==> config.mk <==
export PLATFORM = sky130hd
export DESIGN_NAME = matrix_scan_controller_flat
export DESIGN_NICKNAME = d
export VERILOG_FILES = /design/src/rtl/matrix_pkg.sv /design/src/rtl/matrix_scan_controller_if.sv /design/src/rtl/matrix_dwell_timer.sv /design/src/rtl/matrix_scan_controller.sv /design/src/flat_wrapper.sv
export SDC_FILE = /design/constraint.sdc
export NUM_CORES = 1
export LEC_CHECK = 0
export ABC_AREA = 1
export ABC_CLOCK_PERIOD_IN_PS = 6850
export BUFFER_PORTS_ARGS = -buffer_cell sky130_fd_sc_hd__buf_4
export CAP_MARGIN = 25
export CORE_MARGIN = 4
export CORE_UTILIZATION = 44
export CTS_BUF_LIST = sky130_fd_sc_hd__clkbuf_4
export CTS_CLUSTER_DIAMETER = 150
export DETAILED_ROUTE_END_ITERATION = 8
export PLACE_DENSITY = 0.63
export SLEW_MARGIN = 20
export SYNTH_ARGS = -nofsm -noshare
export SYNTH_HDL_FRONTEND = slang
export SYNTH_SLANG_ARGS = --single-unit
==> constraint.sdc <==
create_clock -name i_clk -period 6.85 [get_ports i_clk]
set_clock_uncertainty 0.05 [all_clocks]
set_input_delay 1.7125 -clock i_clk [delete_from_list [all_inputs] [get_ports i_clk]]
set_output_delay 1.7125 -clock i_clk [all_outputs]
set_load 0.005 [all_outputs]
==> src/rtl/matrix_pkg.sv <==
// Shared constants, FSM state type and pixel-extraction helper for the
// 5x7 LED matrix scan controller.
package matrix_pkg;

  localparam int NUM_COLS = 5;
  localparam int NUM_ROWS = 7;
  localparam int FRAME_W  = 36;
  localparam int EN_BIT   = 0;
  localparam int COL_W    = 3;

  typedef enum logic [0:0] {
    BLANK = 1'b0,
    DRIVE = 1'b1
  } scan_state_e;

  // Pixel p sits at frame bit p+1; column c owns pixels 7c..7c+6, so its
  // rows are frame bits [7c+7 : 7c+1]. Bit 0 is the enable and is skipped.
  function automatic logic [NUM_ROWS-1:0] col_bits(
    input logic [FRAME_W-1:0] frame,
    input logic [COL_W-1:0]   c
  );
    logic [FRAME_W-1:0] shifted;
    shifted = frame >> (NUM_ROWS * int'(c) + 1);
    return shifted[NUM_ROWS-1:0];
  endfunction

endpackage

==> src/rtl/matrix_scan_controller_if.sv <==
// Frame-transfer handshake between a frame source and the scan controller.
interface matrix_scan_controller_if;
  import matrix_pkg::*;

  logic [FRAME_W-1:0] frame_in;
  logic               frame_valid;
  logic               frame_ready;

  modport master (
    output frame_in,
    output frame_valid,
    input  frame_ready
  );

  modport slave (
    input  frame_in,
    input  frame_valid,
    output frame_ready
  );

endinterface

==> src/rtl/matrix_dwell_timer.sv <==
// Loadable down-counter used to time both the blanking gap and the column
// dwell. o_done is high while the count sits at zero, i.e. during the last
// cycle of the interval that was loaded with (length - 1).
module matrix_dwell_timer #(
  parameter int                 CNT_W     = 2,
  parameter logic [CNT_W-1:0]   RESET_VAL = '0
) (
  input  logic             i_clk,
  input  logic             i_reset,
  input  logic             i_load,
  input  logic [CNT_W-1:0] i_load_val,
  output logic             o_done,
  output logic [CNT_W-1:0] o_count
);

  logic [CNT_W-1:0] r_count;

  // Reload on request, otherwise count down and park at zero.
  always_ff @(posedge i_clk) begin
    if (i_reset) begin
      r_count <= RESET_VAL;
    end else if (i_load) begin
      r_count <= i_load_val;
    end else if (r_count != {CNT_W{1'b0}}) begin
      r_count <= r_count - CNT_W'(1);
    end else begin
      r_count <= r_count;
    end
  end

  assign o_done  = (r_count == {CNT_W{1'b0}});
  assign o_count = r_count;

endmodule

==> src/rtl/matrix_scan_controller.sv <==
// Column-multiplexed driver for a 5x7 active-low LED matrix. Frames arrive
// over a valid/ready handshake into a pending buffer and are promoted to the
// displayed buffer only at the end of a full sweep, so a frame never tears.
module matrix_scan_controller
  import matrix_pkg::*;
#(
  parameter int DWELL_CYCLES = 50000,
  parameter int BLANK_CYCLES = 8
) (
  input  logic                      i_clk,
  input  logic                      i_reset,
  matrix_scan_controller_if.slave   i_frame_if,
  output logic [NUM_ROWS-1:0]       o_row_n,
  output logic [NUM_COLS-1:0]       o_col_n,
  output logic [COL_W-1:0]          o_col_idx,
  output logic                      o_sweep_done
);

  localparam int MAX_CYC = (DWELL_CYCLES > BLANK_CYCLES) ? DWELL_CYCLES : BLANK_CYCLES;
  localparam int CNT_W   = (MAX_CYC > 1) ? $clog2(MAX_CYC) : 1;
  localparam logic [CNT_W-1:0] DWELL_LOAD = CNT_W'(DWELL_CYCLES - 1);
  localparam logic [CNT_W-1:0] BLANK_LOAD = CNT_W'(BLANK_CYCLES - 1);
  localparam logic [COL_W-1:0] LAST_COL   = COL_W'(NUM_COLS - 1);

  scan_state_e         r_state;
  scan_state_e         w_state_next;
  logic [COL_W-1:0]    r_col_idx;
  logic [COL_W-1:0]    w_col_next;
  logic                w_done;
  logic [CNT_W-1:0]    w_count;
  logic [CNT_W-1:0]    w_load_val;
  logic                w_next_last;
  logic                w_sweep_end;
  logic                w_xfer;
  logic [FRAME_W-1:0]  r_active;
  logic [FRAME_W-1:0]  r_pending;
  logic                r_pending_full;
  logic                r_frame_ready;
  logic [NUM_ROWS-1:0] w_row_n_next;
  logic [NUM_COLS-1:0] w_col_n_next;
  logic                w_sweep_next;
  logic [NUM_ROWS-1:0] r_row_n;
  logic [NUM_COLS-1:0] r_col_n;
  logic                r_sweep_done;

  // Every state change reloads the timer with the length of the new state.
  assign w_load_val = (w_state_next == DRIVE) ? DWELL_LOAD : BLANK_LOAD;

  matrix_dwell_timer #(
    .CNT_W     (CNT_W),
    .RESET_VAL (BLANK_LOAD)
  ) u_timer (
    .i_clk      (i_clk),
    .i_reset    (i_reset),
    .i_load     (w_done),
    .i_load_val (w_load_val),
    .o_done     (w_done),
    .o_count    (w_count)
  );

  // The upcoming cycle is the last of its interval either because a freshly
  // loaded interval is one cycle long or because the running count is at 1.
  assign w_next_last = w_done ? (w_load_val == {CNT_W{1'b0}}) : (w_count == CNT_W'(1));
  assign w_sweep_end = (r_state == DRIVE) && w_done && (r_col_idx == LAST_COL);
  assign w_xfer      = i_frame_if.frame_valid && r_frame_ready;

  // FSM state and column index register.
  always_ff @(posedge i_clk) begin
    if (i_reset) begin
      r_state   <= BLANK;
      r_col_idx <= {COL_W{1'b0}};
    end else begin
      r_state   <= w_state_next;
      r_col_idx <= w_col_next;
    end
  end

  // Next state: BLANK -> DRIVE on the same column, DRIVE -> BLANK advancing the column.
  always_comb begin
    w_state_next = r_state;
    w_col_next   = r_col_idx;
    case (r_state)
      BLANK: begin
        if (w_done) begin
          w_state_next = DRIVE;
        end else begin
          w_state_next = BLANK;
        end
      end
      DRIVE: begin
        if (w_done) begin
          w_state_next = BLANK;
          w_col_next   = (r_col_idx == LAST_COL) ? {COL_W{1'b0}} : (r_col_idx + COL_W'(1));
        end else begin
          w_state_next = DRIVE;
        end
      end
      default: begin
        w_state_next = BLANK;
        w_col_next   = {COL_W{1'b0}};
      end
    endcase
  end

  // Output decode for the coming cycle; drive only a DRIVE column of an enabled frame.
  always_comb begin
    w_row_n_next = {NUM_ROWS{1'b1}};
    w_col_n_next = {NUM_COLS{1'b1}};
    if ((w_state_next == DRIVE) && r_active[EN_BIT]) begin
      w_row_n_next = ~col_bits(r_active, w_col_next);
      w_col_n_next = ~(NUM_COLS'(1) << w_col_next);
    end else begin
      w_row_n_next = {NUM_ROWS{1'b1}};
      w_col_n_next = {NUM_COLS{1'b1}};
    end
    w_sweep_next = (w_state_next == DRIVE) && (w_col_next == LAST_COL) && w_next_last;
  end

  // Registered display outputs so they change on the same edge as the FSM.
  always_ff @(posedge i_clk) begin
    if (i_reset) begin
      r_row_n      <= {NUM_ROWS{1'b1}};
      r_col_n      <= {NUM_COLS{1'b1}};
      r_sweep_done <= 1'b0;
    end else begin
      r_row_n      <= w_row_n_next;
      r_col_n      <= w_col_n_next;
      r_sweep_done <= w_sweep_next;
    end
  end

  // Double buffer: accept into pending, promote to active only at sweep end.
  // A swap needs pending full while a transfer needs it empty, so they never collide.
  always_ff @(posedge i_clk) begin
    if (i_reset) begin
      r_active       <= {FRAME_W{1'b0}};
      r_pending      <= {FRAME_W{1'b0}};
      r_pending_full <= 1'b0;
      r_frame_ready  <= 1'b1;
    end else if (w_sweep_end && r_pending_full) begin
      r_active       <= r_pending;
      r_pending_full <= 1'b0;
      r_frame_ready  <= 1'b1;
    end else if (w_xfer) begin
      r_pending      <= i_frame_if.frame_in;
      r_pending_full <= 1'b1;
      r_frame_ready  <= 1'b0;
    end else begin
      r_pending_full <= r_pending_full;
      r_frame_ready  <= r_frame_ready;
    end
  end

  assign i_frame_if.frame_ready = r_frame_ready;
  assign o_row_n      = r_row_n;
  assign o_col_n      = r_col_n;
  assign o_col_idx    = r_col_idx;
  assign o_sweep_done = r_sweep_done;

endmodule

==> src/flat_wrapper.sv <==
// flat-port wrapper written by rule: the top's interface ports become plain ports
module matrix_scan_controller_flat import matrix_pkg::*;
#(
  parameter int DWELL_CYCLES = 50000,
  parameter int BLANK_CYCLES = 8
)
  (i_clk, i_reset, o_row_n, o_col_n, o_col_idx, o_sweep_done, i_frame_if_frame_in, i_frame_if_frame_valid, i_frame_if_frame_ready);
  matrix_scan_controller_if i_frame_if_i ();
  input  logic i_clk;
  input  logic i_reset;
  output logic [NUM_ROWS-1:0] o_row_n;
  output logic [NUM_COLS-1:0] o_col_n;
  output logic [COL_W-1:0] o_col_idx;
  output logic o_sweep_done;
  input wire logic [$bits(i_frame_if_i.frame_in)-1:0] i_frame_if_frame_in;
  input wire logic [$bits(i_frame_if_i.frame_valid)-1:0] i_frame_if_frame_valid;
  output wire logic [$bits(i_frame_if_i.frame_ready)-1:0] i_frame_if_frame_ready;
  assign i_frame_if_i.frame_in = i_frame_if_frame_in;
  assign i_frame_if_i.frame_valid = i_frame_if_frame_valid;
  assign i_frame_if_frame_ready = i_frame_if_i.frame_ready;
  matrix_scan_controller #(.DWELL_CYCLES(DWELL_CYCLES), .BLANK_CYCLES(BLANK_CYCLES)) u_core (.i_clk(i_clk), .i_reset(i_reset), .i_frame_if(i_frame_if_i), .o_row_n(o_row_n), .o_col_n(o_col_n), .o_col_idx(o_col_idx), .o_sweep_done(o_sweep_done));
endmodule
# Word-level counts from Yosys, hierarchy flattened
# Cells that the tools add are included.
[word_totals]
regBits = 107
latchBits = 0
mem_bits_rw = 0
romBits = 0
inputBits = 39
out_inout_bits = 17
word_cells = 48
n_memories = 0
[classes]
n_addsub = 3
mul = 1
n_div = 0
magnitude_cmp = 0
n_eq_ne = 3
shift = 2
n_mux = 10
bitwise = 5
n_reduce_logical = 14
[ops]
columns = ["op", "n"]
rows = [
  ["two-way mux 16 bit", 3],
  [">> shifter 36 x 32 -> 7 bit", 1],
  ["adder 32 x 2 -> 32 bit (second input constant)", 1],
  ["logical NOT 16 bit", 2],
  ["equality test 16 x 1 -> 1 bit (second input constant)", 1],
  ["nonzero test 16 bit", 1],
  ["subtractor 16 x 1 -> 16 bit (second input constant)", 1],
  ["two-way mux 3 bit", 3],
  ["logical AND 1 bit", 7],
  ["inverter 7 bit", 1],
  ["equality test 3 bit (second input constant)", 2],
  ["multiplier 3 x 3 -> 6 bit (first input constant)", 1],
  ["inverter 5 bit", 1],
  ["<< shifter 1 x 3 -> 5 bit (first input constant)", 1],
  ["OR reduction 2 bit", 2],
  ["adder 3 x 1 -> 3 bit (second input constant)", 1],
  ["two-way mux 1 bit", 3],
  ["inverter 1 bit", 3],
  ["case mux 1 bit (2 select lines)", 1],
  ["AND reduction 2 bit", 1],
  ["nonzero test 2 bit", 1],
]

# Depth between registers and ports, before layout
[logic_depth]
depth_word = 8
depth_mapped = 22
ltp_nobuf = 21

# Modules after synthesis
# Synthesis repeated with hierarchy kept, for this count alone.
[hier_totals]
hier_cells = 642
hier_area_um2 = 4712.0
[modules_own_cells]
columns = ["module", "instances", "cells_each", "area_each_um2", "seq_area_each_um2"]
rows = [
  ["matrix_scan_controller", 1, 458, 3567.2, 1821.7],
  ["matrix_dwell_timer", 1, 184, 1144.8, 320.3],
]

# Worst setup path before layout
# Ideal clock, no wire load.
[synth_timing]
path_type = "flip-flop to flip-flop"
startpoint = "register u_core.u_timer.r_count[0] (netlist: u_core.u_timer.o_count[0])"
endpoint = "register u_core.r_row_n[1] (netlist: u_core.o_row_n[1])"
setup_ns = 0.116
t_arrival_ns = 3.708
required_time_ns = 6.684
slack_ns = 2.976
path_stages_with_launch = 20
path_buffers = 0
period_less_slack_ns = 3.874
cell_sequence = "dfxtp_1 inv_1 ha_1 nand2_2 nor2_4 nand3_4 or2_2 o21ai_0 inv_1 fa_1 ha_1 fa_1 xnor2_1 nor2_1 inv_1 nor2_1 nor2_1 nand4_1 o21ai_0 nand2_1"
[synth_between]
elab_chain_cells = 7
elab_cells_between_ends = 13
cone_classes = "add/sub (1); mul (1); shift (1); mux (5); bitwise (2); reduce/logical (3)"
[synth_lines]
columns = ["element", "line_no", "text"]
rows = [
  ["start, declared", "matrix_dwell_timer.sv:16", "logic [CNT_W-1:0] r_count;"],
  ["start signal, assigned", "matrix_dwell_timer.sv:23", "r_count <= i_load_val;"],
  ["start signal, assigned", "matrix_dwell_timer.sv:25", "r_count <= r_count - CNT_W'(1);"],
  ["start signal, assigned", "matrix_dwell_timer.sv:27", "r_count <= r_count;"],
  ["logical NOT 16 bit", "matrix_dwell_timer.sv:31", "assign o_done = (r_count == {CNT_W{1'b0}});"],
  ["two-way mux 3 bit", "matrix_scan_controller.sv:91", "if (w_done) begin"],
  ["two-way mux 3 bit", "matrix_scan_controller.sv:82", "case (r_state)"],
  ["net u_core.w_col_next[1]", "matrix_scan_controller.sv:28", "logic [COL_W-1:0] w_col_next;"],
  ["multiplier 3 x 3 -> 6 bit", "matrix_pkg.sv:23", "shifted = frame >> (NUM_ROWS * int'(c) + 1);"],
  ["adder 32 x 2 -> 32 bit", "matrix_pkg.sv:23", ""],
  [">> shifter 36 x 32 -> 7 bit", "matrix_pkg.sv:23", ""],
  ["inverter 7 bit", "matrix_scan_controller.sv:110", "w_row_n_next = ~col_bits(r_active, w_col_next);"],
  ["end signal, assigned", "matrix_scan_controller.sv:122", "r_row_n <= {NUM_ROWS{1'b1}};"],
  ["end signal, assigned", "matrix_scan_controller.sv:126", "r_row_n <= w_row_n_next;"],
  ["end, declared", "matrix_scan_controller.sv:42", "logic [NUM_ROWS-1:0] r_row_n;"],
]
# The timed path passes the listed nets, and every way through them passes these cells.
# A chain may end at the register's enable or synchronous reset.

# Final worst setup path
[layout_timing]
startpoint = "register u_core.r_col_idx[0] (netlist: u_core.o_col_idx[0])"
endpoint = "register u_core.r_row_n[1] (netlist: u_core.o_row_n[1])"
[layout_between]
elab_chain_cells = 8
elab_cells_between_ends = 9
cone_classes = "add/sub (2); mul (1); eq/ne (1); shift (1); mux (3); bitwise (1)"
[layout_lines]
columns = ["element", "line_no", "text"]
rows = [
  ["start, declared", "matrix_scan_controller.sv:27", "logic [COL_W-1:0] r_col_idx;"],
  ["start signal, assigned", "matrix_scan_controller.sv:71", "r_col_idx <= {COL_W{1'b0}};"],
  ["start signal, assigned", "matrix_scan_controller.sv:74", "r_col_idx <= w_col_next;"],
  ["adder 3 x 1 -> 3 bit or equality test 3 bit (tied branches)", "matrix_scan_controller.sv:93", "w_col_next = (r_col_idx == LAST_COL) ? {COL_W{1'b0}} : (r_col_idx + COL_W'(1));"],
  ["two-way mux 3 bit", "matrix_scan_controller.sv:93", ""],
  ["two-way mux 3 bit", "matrix_scan_controller.sv:91", ""],
  ["two-way mux 3 bit (*)", "matrix_scan_controller.sv:82", ""],
  ["multiplier 3 x 3 -> 6 bit (*)", "matrix_pkg.sv:23", ""],
  ["adder 32 x 2 -> 32 bit (*)", "matrix_pkg.sv:23", ""],
  [">> shifter 36 x 32 -> 7 bit (*)", "matrix_pkg.sv:23", ""],
  ["inverter 7 bit (*)", "matrix_scan_controller.sv:110", ""],
]
# Mark *: on every way between the ends. The rest lies on a longest branch, timed or not.

==> impl_metrics.ini <==
[grt]
grt_pass1_wl_um = 23380
antenna_found_initial = 0
use_met2 = 0.2738
grt_usage = 0.1951
first_global_vias = 4783
busiest_layer = met1
grt_overflow = 0
use_met1 = 0.2945
grt_max_degree = 68
use_met3 = 0.04839

[final_layout]
diodes = 0
fin_util = 0.5012
instances_no_fill = 1048
synthToLayoutAreaGrowth_pct = 10.52
nets = 929
stdcell_area_um2 = 6376
post_route_cells_drive_above_1_share = 0.1267

[die]
dieArea_um2 = 15010
core_um2 = 12720
initial_core_util = 0.4535
io_pins = 56
dieWidth_um = 122.5
num_rows = 41
die_height_um = 122.5

[route]
wl_per_cell_um = 13.29
drt-total-wl_um = 13930
drcViolationCount = 0
final_antenna_net_count = 0
drt-pass1-iter-count = 5
via_count = 5280
initialDrtViolationCount = 352
via_per_inst = 5.038

[logic_synthesis]
yosysMostFrequentCell = nand2_1
synthArstFlopShare = 0
synth_commonest_cells = nand2_1, nor2_1, dfxtp_1
syn-cell-area_um2 = 5769
avgSynthCellArea_um2 = 6.844
syn_inst = 843
ys.flop_type = dfxtp_1
synthTopCellsByArea = dfxtp_1, nand2_1, nand3_1
yosysSeqAreaShare = 0.3713
netlist.area_leader.share = 0.3713
synth_cell_types = 38
synth_nets = 900
synth_area_leader_cell = dfxtp_1
synth_edf_count = 0
ys_warn_count = 0
ys_ff_latch = 107

[critical_path]
worstSetupPathType = reg2reg
cpLargestDelayFamily = simple AND/OR/NAND/NOR gates
worstPathRequired_ps = 7200
critPathBufInv = 5
crit_chain = inv_1 -> ha_1 -> nand2_1 -> inv_1 -> nor2_1 -> nand4_1 -> nand2_2 -> fa_1 -> ha_1 -> xor2_2 -> buf_4 -> inv_1 -> nand2_1 -> inv_1 -> nand3_1 -> nand3_1 -> nand3_1 -> nand3_1 -> nand2_1
endpoint_kind = flop
slowest_delay_ps = 720
critPathSlowestCell = nand2_2
path_max_fanout = 50
cp-start-kind = flop
critPathArrivalTime_ps = 5130

[place]
dp_slack_ps = 2102
io_buffers = 55
placedCellCount = 1032
hpwl_um = 9999
gp_congestion = 0.8888
placed_area_um2 = 6191

[sta]
worst_pin_slew_ps = 917.7
slew_headroom = 0.3860
period_share = 0.6980
period_needed_ps = 4782
setup_ws_ps = 2068
holdWs_ps = 381.6
rsz0062_at_grt = no
fmax_ghz = 0.2091
hold_viol = 0
drv_slew = 0
setup_viol = 0
finalSetupTns_ps = 0

[run]
maxCapViolCount = 0

[clock_tree]
cts_tree = yes
root_buffer = clkbuf_4
clkLatencyLatePin_ps = 490
cts.sinks = 107
cts_resized = 0
cts_setup_buffers = 0
path_clk_slew_ps = 160
numCtsBuffers = 9
htree_levels = 3
clk_path_buf_depth = 2
postCtsHoldBufs = 0

[power_and_ir_drop]
power_density_nw_per_um2 = 171.1
vdd_drop_max_mv = 0.08712
power.leakage_nw = 2.885
total_power_mw = 1.091

[worst_hold_path]
min_path_type = reg2reg

[run_status]
status = complete, no violations
==> cells by family (layout without fill, tap and decap cells) <==
group	Yosys count	after routing	synth area share
DFF	107	107	0.3713
buffers and inverters	102	135	0.08393
and+or+nand+nor	471	471	0.3596
adders and majority gates	18	18	0.04294
AOI/OAI and AO/OA	134	134	0.1223
xor gates and xnor gates	11	11	0.01995
==> path summary, 6_finish.rpt <==
| kind | startpoint | end | slack [ps] | depth (start not counted) |
|---|---|---|---|---|
| max | u_core.o_col_idx[0] | u_core.o_row_n[1] | 2070 | 19 |
| min | u_core.u_timer.o_count[0] | u_core.u_timer.o_count[0] | 380 | 1 |
| max reg2reg | u_core.o_col_idx[0] | u_core.o_row_n[1] | 2070 | 19 |
| min reg2reg | u_core.u_timer.o_count[0] | u_core.u_timer.o_count[0] | 380 | 1 |
==> state kept, by name, summed over array words and instances (netlist names), 3 cells and up <==
register,cells
u_core.r_active,36
u_core.r_pending,36
u_core.u_timer.o_count,16
u_core.o_row_n,7
u_core.o_col_n,5
u_core.o_col_idx,3
==> report_power, final <==
group          internal (mW)  switching, mW  total [mW]  leakage, nW
registers              0.644         0.0112       0.655        0.872
clock network          0.148          0.211       0.359       0.0840
logic                 0.0341         0.0427      0.0767         1.93
total                  0.826          0.265        1.09         2.88
==> cell usage in the layout (no fill, tap or decap), types with 3 or more instances in the layout <==
cell,instances
ha_1,15
buf_4,59
nor2_1,126
clkinv_1,3
nand3_2,4
fa_1,3
clkinv_4,3
o21ai_0,87
o21ai_1,4
nand4_1,6
xor2_1,5
dfxtp_1,107
xnor2_1,4
nand3_4,3
nor2_4,4
nand2_2,6
inv_1,55
clkbuf_4,9
nand3_1,98
nand2_1,209
o21ai_2,6
nor3_1,3
nand2_4,4
a21oi_1,31
==> metal layers <==
metal / routed length, um / up-vias
li1: - / 2771
met1: 7307 / 2367
met2: 5666 / 127
met3: 771 / 15
met4: 187 / 0
met5: 0 / -
==> layout make-up <==
cell class,instances,area [um2]
Fill cell,1376,6346
Multi-Input combinational cell,634,3156
Sequential cell,107,2142
Timing Repair Buffer,60,470.5
Inverter,60,235.2
Tap cell,172,215.2
Clock inverter,6,90.09
Clock buffer,9,67.56
Note: power is estimated with default switching activity, not from simulation.
